`config.mk`:
```
export PLATFORM = sky130hd
export DESIGN_NAME = vga_timing_gen_flat
export DESIGN_NICKNAME = d
export VERILOG_FILES = /design/src/rtl/vga_timing_gen_if.sv /design/src/rtl/vga_timing_gen.sv /design/src/flat_wrapper.sv
export SDC_FILE = /design/constraint.sdc
export NUM_CORES = 1
export LEC_CHECK = 0
export CAP_MARGIN = 20
export CORE_MARGIN = 2
export CORE_UTILIZATION = 45
export CTS_CLUSTER_SIZE = 12
export DETAILED_ROUTE_END_ITERATION = 8
export PLACE_DENSITY = 0.71
export SETUP_SLACK_MARGIN = 0.1
export SKIP_CTS_REPAIR_TIMING = 1
export SLEW_MARGIN = 0
export SYNTH_ARGS = -nofsm -noshare
export SYNTH_HDL_FRONTEND = slang
export SYNTH_SLANG_ARGS = --single-unit
export TNS_END_PERCENT = 50
```
`constraint.sdc`:
```
create_clock -name Clk -period 2.4 [get_ports Clk]
set_clock_uncertainty 0.1 [all_clocks]
set_input_delay 0.48 -clock Clk [delete_from_list [all_inputs] [get_ports Clk]]
set_output_delay 0.48 -clock Clk [all_outputs]
set_load 0.01 [all_outputs]
```
`src/rtl/vga_timing_gen_if.sv`:
```
// ---------------------------------------------------------------------------
// vga_timing_gen_if
// Purpose : bundles the raster timing outputs of vga_timing_gen so that a
//           consumer such as a colour mapper takes one port.
// Signals : pixel_ce    - pixel clock enable, high on every second clock
//           hs / vs     - horizontal / vertical sync, active-low
//           display_en  - high while (drawX, drawY) is in the visible area
//           drawX/drawY - current pixel column / line (10-bit)
//           frame_start - one-clock pulse on entry to pixel (0,0)
// Modports: master (timing generator drives), slave (consumer reads).
// ---------------------------------------------------------------------------
interface vga_timing_gen_if;
  logic       pixel_ce;
  logic       hs;
  logic       vs;
  logic       display_en;
  logic [9:0] drawX;
  logic [9:0] drawY;
  logic       frame_start;

  modport master (output pixel_ce, hs, vs, display_en, drawX, drawY, frame_start);
  modport slave  (input  pixel_ce, hs, vs, display_en, drawX, drawY, frame_start);
endinterface

```
`src/rtl/vga_timing_gen.sv`:
```
// ---------------------------------------------------------------------------
// vga_timing_gen
// Purpose : VGA raster timing generator. A divide-by-two pixel enable steps a
//           column/line counter pair; sync, display-enable and frame-start
//           are registered and decoded from the next count so they line up
//           with drawX/drawY without skew.
// Ports   : Clk   - system clock, rising edge only
//           Reset - synchronous, active-high
//           vga   - vga_timing_gen_if.master (pixel_ce, hs, vs, display_en,
//                   drawX, drawY, frame_start)
// Option  : define VGA_PIPE_ALIGN_EN to delay hs, vs and display_en by one
//           pixel, matching a colour lookup with one pixel of latency.
//           Counters, pixel_ce and frame_start are identical in both builds.
// ---------------------------------------------------------------------------
module vga_timing_gen #(
  parameter int H_VISIBLE = 640,
  parameter int H_FRONT   = 16,
  parameter int H_SYNC    = 96,
  parameter int H_BACK    = 48,
  parameter int V_VISIBLE = 480,
  parameter int V_FRONT   = 10,
  parameter int V_SYNC    = 2,
  parameter int V_BACK    = 33
) (
  input  logic             Clk,
  input  logic             Reset,
  vga_timing_gen_if.master vga
);

  localparam logic [9:0] H_LAST   = 10'(H_VISIBLE + H_FRONT + H_SYNC + H_BACK - 1);
  localparam logic [9:0] V_LAST   = 10'(V_VISIBLE + V_FRONT + V_SYNC + V_BACK - 1);
  localparam logic [9:0] H_VIS    = 10'(H_VISIBLE);
  localparam logic [9:0] V_VIS    = 10'(V_VISIBLE);
  localparam logic [9:0] HS_START = 10'(H_VISIBLE + H_FRONT);
  localparam logic [9:0] HS_END   = 10'(H_VISIBLE + H_FRONT + H_SYNC);
  localparam logic [9:0] VS_START = 10'(V_VISIBLE + V_FRONT);
  localparam logic [9:0] VS_END   = 10'(V_VISIBLE + V_FRONT + V_SYNC);

  logic       pixel_ce_q,    pixel_ce_d;
  logic [9:0] drawX_q,       drawX_d;
  logic [9:0] drawY_q,       drawY_d;
  logic       hs_q,          hs_d;
  logic       vs_q,          vs_d;
  logic       display_en_q,  display_en_d;
  logic       frame_start_q, frame_start_d;
  logic       x_last_s;
  logic       y_last_s;

  // Next counter values, plus sync/enable decoded from those next values
  always_comb begin
    // ">=" rather than "==" keeps the counters inside 0..TOTAL-1 even if
    // a corrupted state ever pushed them past the end.
    x_last_s      = (drawX_q >= H_LAST);
    y_last_s      = (drawY_q >= V_LAST);
    pixel_ce_d    = ~pixel_ce_q;
    drawX_d       = drawX_q;
    drawY_d       = drawY_q;
    frame_start_d = 1'b0;
    if (pixel_ce_q) begin
      if (x_last_s) begin
        drawX_d = 10'd0;
        if (y_last_s) begin
          drawY_d       = 10'd0;
          frame_start_d = 1'b1;
        end else begin
          drawY_d = drawY_q + 10'd1;
        end
      end else begin
        drawX_d = drawX_q + 10'd1;
      end
    end else begin
      drawX_d = drawX_q;
      drawY_d = drawY_q;
    end
    hs_d         = ~((drawX_d >= HS_START) && (drawX_d < HS_END));
    vs_d         = ~((drawY_d >= VS_START) && (drawY_d < VS_END));
    display_en_d = (drawX_d < H_VIS) && (drawY_d < V_VIS);
  end

  // Timing state registers; reset lands on pixel (0,0) without a frame pulse
  always_ff @(posedge Clk) begin
    if (Reset) begin
      pixel_ce_q    <= 1'b0;
      drawX_q       <= 10'd0;
      drawY_q       <= 10'd0;
      hs_q          <= 1'b1;
      vs_q          <= 1'b1;
      display_en_q  <= 1'b1;
      frame_start_q <= 1'b0;
    end else begin
      pixel_ce_q    <= pixel_ce_d;
      drawX_q       <= drawX_d;
      drawY_q       <= drawY_d;
      hs_q          <= hs_d;
      vs_q          <= vs_d;
      display_en_q  <= display_en_d;
      frame_start_q <= frame_start_d;
    end
  end

  assign vga.pixel_ce    = pixel_ce_q;
  assign vga.drawX       = drawX_q;
  assign vga.drawY       = drawY_q;
  assign vga.frame_start = frame_start_q;

`ifdef VGA_PIPE_ALIGN_EN
  logic hs_pipe_q, hs_pipe_d;
  logic vs_pipe_q, vs_pipe_d;
  logic de_pipe_q, de_pipe_d;

  // One-pixel delay stage that only steps on pixel boundaries
  always_comb begin
    hs_pipe_d = hs_pipe_q;
    vs_pipe_d = vs_pipe_q;
    de_pipe_d = de_pipe_q;
    if (pixel_ce_q) begin
      hs_pipe_d = hs_q;
      vs_pipe_d = vs_q;
      de_pipe_d = display_en_q;
    end else begin
      hs_pipe_d = hs_pipe_q;
      vs_pipe_d = vs_pipe_q;
      de_pipe_d = de_pipe_q;
    end
  end

  // Delay stage registers; blanked (no display) out of reset
  always_ff @(posedge Clk) begin
    if (Reset) begin
      hs_pipe_q <= 1'b1;
      vs_pipe_q <= 1'b1;
      de_pipe_q <= 1'b0;
    end else begin
      hs_pipe_q <= hs_pipe_d;
      vs_pipe_q <= vs_pipe_d;
      de_pipe_q <= de_pipe_d;
    end
  end

  assign vga.hs         = hs_pipe_q;
  assign vga.vs         = vs_pipe_q;
  assign vga.display_en = de_pipe_q;
`else
  assign vga.hs         = hs_q;
  assign vga.vs         = vs_q;
  assign vga.display_en = display_en_q;
`endif

endmodule
```
`src/flat_wrapper.sv`:
```
// flat-port wrapper written by rule: the top's interface ports become plain ports
module vga_timing_gen_flat 
#(
  parameter int H_VISIBLE = 640,
  parameter int H_FRONT   = 16,
  parameter int H_SYNC    = 96,
  parameter int H_BACK    = 48,
  parameter int V_VISIBLE = 480,
  parameter int V_FRONT   = 10,
  parameter int V_SYNC    = 2,
  parameter int V_BACK    = 33
)
  (Clk, Reset, vga_pixel_ce, vga_hs, vga_vs, vga_display_en, vga_drawX, vga_drawY, vga_frame_start);
  vga_timing_gen_if vga_i ();
  input  logic Clk;
  input  logic Reset;
  output wire logic [$bits(vga_i.pixel_ce)-1:0] vga_pixel_ce;
  output wire logic [$bits(vga_i.hs)-1:0] vga_hs;
  output wire logic [$bits(vga_i.vs)-1:0] vga_vs;
  output wire logic [$bits(vga_i.display_en)-1:0] vga_display_en;
  output wire logic [$bits(vga_i.drawX)-1:0] vga_drawX;
  output wire logic [$bits(vga_i.drawY)-1:0] vga_drawY;
  output wire logic [$bits(vga_i.frame_start)-1:0] vga_frame_start;
  assign vga_pixel_ce = vga_i.pixel_ce;
  assign vga_hs = vga_i.hs;
  assign vga_vs = vga_i.vs;
  assign vga_display_en = vga_i.display_en;
  assign vga_drawX = vga_i.drawX;
  assign vga_drawY = vga_i.drawY;
  assign vga_frame_start = vga_i.frame_start;
  vga_timing_gen #(.H_VISIBLE(H_VISIBLE), .H_FRONT(H_FRONT), .H_SYNC(H_SYNC), .H_BACK(H_BACK), .V_VISIBLE(V_VISIBLE), .V_FRONT(V_FRONT), .V_SYNC(V_SYNC), .V_BACK(V_BACK)) u_core (.Clk(Clk), .Reset(Reset), .vga(vga_i));
endmodule
```
# Word level (Yosys, flattened, before mapping)
# Cells that the tools add are included.
totals:
  regBits: 25
  latchBits: 0
  mem_bits_rw: 0
  mem_bits_ro: 0
  input_bits: 2
  output_inout_bits: 25
  wordCells: 31
  mem_count: 0
classes:
  add_sub_neg: 2
  mul: 0
  div: 0
  order_cmp: 8
  n_eq_ne: 0
  shifts: 0
  n_mux: 6
  n_bitwise: 4
  reduce_logical: 4
ops:
  columns: ["cell", "n"]
  rows:
  - ["$mux W10", 5]
  - ["$ge A10 B10 Y1 const B", 3]
  - ["$add A10 B1 Y10 const B", 2]
  - ["$lt A10 B10 Y1 const B", 2]
  - ["$lt A10 B9 Y1 const B", 2]
  - ["$ge A10 B9 Y1 const B", 1]
  - ["$not A1 Y1", 4]
  - ["$logic_and A1 B1 Y1", 3]
  - ["$reduce_or A3 Y1", 1]
  - ["$mux W1", 1]

# Logic depth before layout (Yosys ltp)
depth:
  depth_word: 7
  ltp_mapped: 7

# Worst setup path after synthesis
# OpenSTA, ideal clock, no wires.
synth_path:
  path_kind: "flip-flop to flip-flop"
  start: "register u_core.drawX_q[0] (netlist: u_core.vga.drawX[0])"
  end: "register u_core.vs_q (netlist: u_core.vga.vs)"
  setup_ns: 0.128
  arrival_ns: 1.646
  required_time_ns: 2.172
  slack_ns: 0.527
  stages_incl_launch_ff: 7
  path_cell_list: "dfxtp_1 -> ha_1 -> nand4_4 -> a2111oi_4 -> xnor2_1 -> nor4b_2 -> nand4_1"
synth_via:
  elab_chain_len: 6
  elab_cells_between_ends: 7
  cone_classes: "order compare: 3; mux: 2; bitwise: 1; reduce/logical: 1"
synth_lines:
  columns: ["element", "line_no", "rtl"]
  rows:
  - ["start: declaration", "vga_timing_gen.sv:40", "logic [9:0] drawX_q, drawX_d;"]
  - ["start signal: assignment", "vga_timing_gen.sv:92", "drawX_q <= drawX_d;"]
  - ["$ge A10 B10 Y1 *", "vga_timing_gen.sv:53", "x_last_s = (drawX_q >= H_LAST);"]
  - ["$mux W10 *", "vga_timing_gen.sv:60", "if (x_last_s) begin"]
  - ["$mux W10 *", "vga_timing_gen.sv:59", "if (pixel_ce_q) begin"]
  - ["$ge A10 B9 Y1 / $lt A10 B9 Y1 (equally long branches)", "vga_timing_gen.sv:76", "vs_d = ~((drawY_d >= VS_START) && (drawY_d < VS_END));"]
  - ["$logic_and A1 B1 Y1 *", "vga_timing_gen.sv:76", null]
  - ["$not A1 Y1 *", "vga_timing_gen.sv:76", null]
  - ["end signal: assignment", "vga_timing_gen.sv:95", "vs_q <= vs_d;"]
  - ["end: declaration", "vga_timing_gen.sv:43", "logic vs_q, vs_d;"]
# Mark *: on every way between the ends. The rest lies on a longest branch, timed or not.
# A chain may end at the register's enable or synchronous reset.

# Final worst setup path
layout_path:
  start: "register u_core.drawX_q[4] (netlist: u_core.vga.drawX[4])"
  end: "output vga_drawX[4]"
layout_rtl:
  columns: ["element", "line_no", "rtl"]
  rows:
  - ["end: declaration", "flat_wrapper.sv:21", "output wire logic [$bits(vga_i.drawX)-1:0] vga_drawX;"]
# No word-level cell between the ends.

==> results.md <==
* Commonest cells post-synth: nor2_1, dfxtp_1, nand2_1, nand3_1, a21oi_1
* Slowest stage delay, CP at 0.62 ns
* Synth Area in Simple Gates at 34.6%
* Most Crowded Layer GR: met2
* Fin nets at 211
* Max H-tree Level at 1
* EDFF count, synth at 0
* Ys flop type: dfxtp_1
* ANT cells at 0
* Hold crit path type: reg2reg
* Synth Area in Compound Gates at 16.2%
* Leak at 0.609 nW
* Initial core utilization at a little under half
* I/O Buffers at 26
* CTS Buffer Depth at 2
* Synth Register Bits at 25
* CP startpoint kind: register
* Post-synthesis cell count at 182
* Crit. Startpoint: u_core.vga.drawX[4]
* Slowest cell on crit path: clkdlybuf4s50_1
* Outcome: completed
* Unrepaired setup endpoints after global routing: false
* Initial antenna violation count at 0
* Count leader, synth: nor2_1
* Reg2reg start: u_core.vga.drawX[0]
* Hold Vio Cnt, Final at 0
* # placed instances at 247
* Fin crit period at ~2.1 ns
* Rows at 21
* Setup TNS at 0 ns
* Synth Net Count at 187
* Initial drt markers at 55
* CTS tree: yes
* CTS Sinks at 25
* Critical-path maximum fanout at 10
* Leading area contributor after synthesis: dfxtp_1
* DR WL/cell at 13.8 um
* Die area at just under 4000 um^2
* Worst setup slack after placement at 0.400 ns
* Mux cell area share after synthesis at 0%
* Cell family with the largest share of critical-path delay: buffers and inverters
* Area Overhead vs Synth at 18.5%
* Total of max-cap violations at 0
* Ys async rst share at 0%
* Pins Over Slew Limit at 0
* Via density per instance at roughly 5.6
* Pwr Density at 355 nW/um^2
* Final setup margin at 0.278 ns
* Post-route DRC at 0
* Total Routing Usage GR at a little under a fifth
* Clk slew on worst S/H paths at 0.14 ns
* Area of the core at 3310 um^2
* Synthesized area at 1530 um^2
* Non-Filler Instances at 251
* CP required at 1.82 ns
* Design Area, Final at 1820 um^2
* Skew-Pair Late Insertion Delay at roughly 0.32 ns
* First-pass GRT wire length at 5810 um
* Synth unique cells at 49
* Xor and xnor area share after synthesis at 6.85%
* Met1 usage at 21.6%
* Max-slew headroom at 72.1%
* TritonCTS Buffers at 3
* Peak supply drop at about 0.18 mV
* Final setup violation count at 0
* Final GP Congestion at 0.930
* Synthesized area per cell at around 8.4 um^2
* Drt pass-1 iters at 4
* Largest family of logic cells by synthesized area: simple AND/OR/NAND/NOR gates
* Kind of critical path: reg2out
* GR Layer Usage met3 at under 10%
* Vias in the first global route at 1265
* I/O Pins at 27
* Crit. End Element: output port
* Largest cells by area after synthesis: dfxtp_1, nor2_1, xnor2_1
* WP buf/inv at 1
* Post-route ant nets at 0
* Final WL at 3480 um
* Die H at 62.4 um
* Die width at 62.4 um
* Largest net degree at the start of global routing at 14
* Grt total ovfl at 0
* Synth top area share at ~33%
* DP Wirelength at 2640 um
* Fmax at 471 MHz
* Root buffer cell: clkbuf_4
* GRT met2 Usage at roughly a third
* WP data arrival at 1.54 ns
* Fill count at 337
* Critical path cell sequence: clkdlybuf4s50_1
* Register area share after synthesis at 32.6%
* Period Utilization, post-route at 88.4%
* Ratio of cells with drive above 1 in the final layout at 11.2%
* Synthesis Warnings at 0
* Worst slew pin tran at 0.418 ns
* Synth Area in Adders at 2.45%
* DR vias at between 1000 and 1500
* Placed instance area at 1790 um^2
* Min-delay src: u_core.vga.drawX[1]
[worst paths after layout]
check,slack (ns),end,cells after the start
min reg2reg,0.43,u_core.vga.drawX[1],2
min,0.43,u_core.vga.drawX[1],2
max,0.28,vga_drawX[4],1
max reg2reg,0.39,u_core.vga.vs,7
[report_power, final]
part | switching, W | internal, W
logic | 0.0000133 | 0.0000128
clock network | 0.000129 | 0.0000652
registers | 0.00000623 | 0.000419
total | 0.000149 | 0.000497
[metrics by stage]
stage / hold slack [ns] / power, W / util, %
final: 0.433 / 0.000645 / 54.9
after detailed placement: 0.412 / 0.000460 / 54.1
after floorplan: 0.425 / 0.000448 / -
after CTS: 0.436 / 0.000648 / 54.9
after global routing: 0.477 / 0.000670 / 54.9
after global placement: 0.401 / 0.000459 / 54.1
[layout make-up]
class | instances | area (um^2) | area share (%)
tap | 46 | 57.6 | 3.17
sequential | 25 | 500 | 27.5
multi-input combinational | 141 | 921 | 50.7
clock buffer | 4 | 26.3 | 1.45
inverter | 4 | 15.0 | 0.826
timing repair buffer | 31 | 298 | 16.4
[cells in the final DEF (no fill, tap or decap), drive strengths merged, types with 2 or more instances in the layout]
cell type and count:
nand3 11, nand2b 4, nand3b 2, a32o 2
clkdlybuf4s50 26, ha 3, a21oi 10, or2b 2
a32oi 2, or3 2, buf 5, nand2 14
nor2 29, nor3 5, xor2 4, o21ai 7
clkbuf 4, o2111ai 2, inv 4, a211oi 3
xnor2 8, nor4b 2, and4 4, and2 2
nor2b 2, dfxtp 25, a31oi 2, nand4 8
[kinds of logic (layout without fill, tap and decap cells)]
family,Yosys count,count (layout)
xor gates and xnor gates,12,12
buffers and inverters,16,39
AOI/OAI and AO/OA,33,33
and+or+nand+nor,93,93
DFF,25,25
adders and majority gates,3,3
[registers in the layout, indices dropped and copies added, names as in the netlist]
register                cells
u_core.vga.drawY           10
u_core.vga.frame_start      1
u_core.vga.drawX           10
u_core.vga.pixel_ce         1
u_core.vga.vs               1
u_core.vga.display_en       1
u_core.vga.hs               1
[layer usage]
metal | part of all wire [%] | wire length [um]
met1 | 44 | 1520
met2 | 48 | 1670
met3 | 4.3 | 150
met4 | 3.8 | 133
met5 | 0 | 0
(Power assumes the default switching activity.)
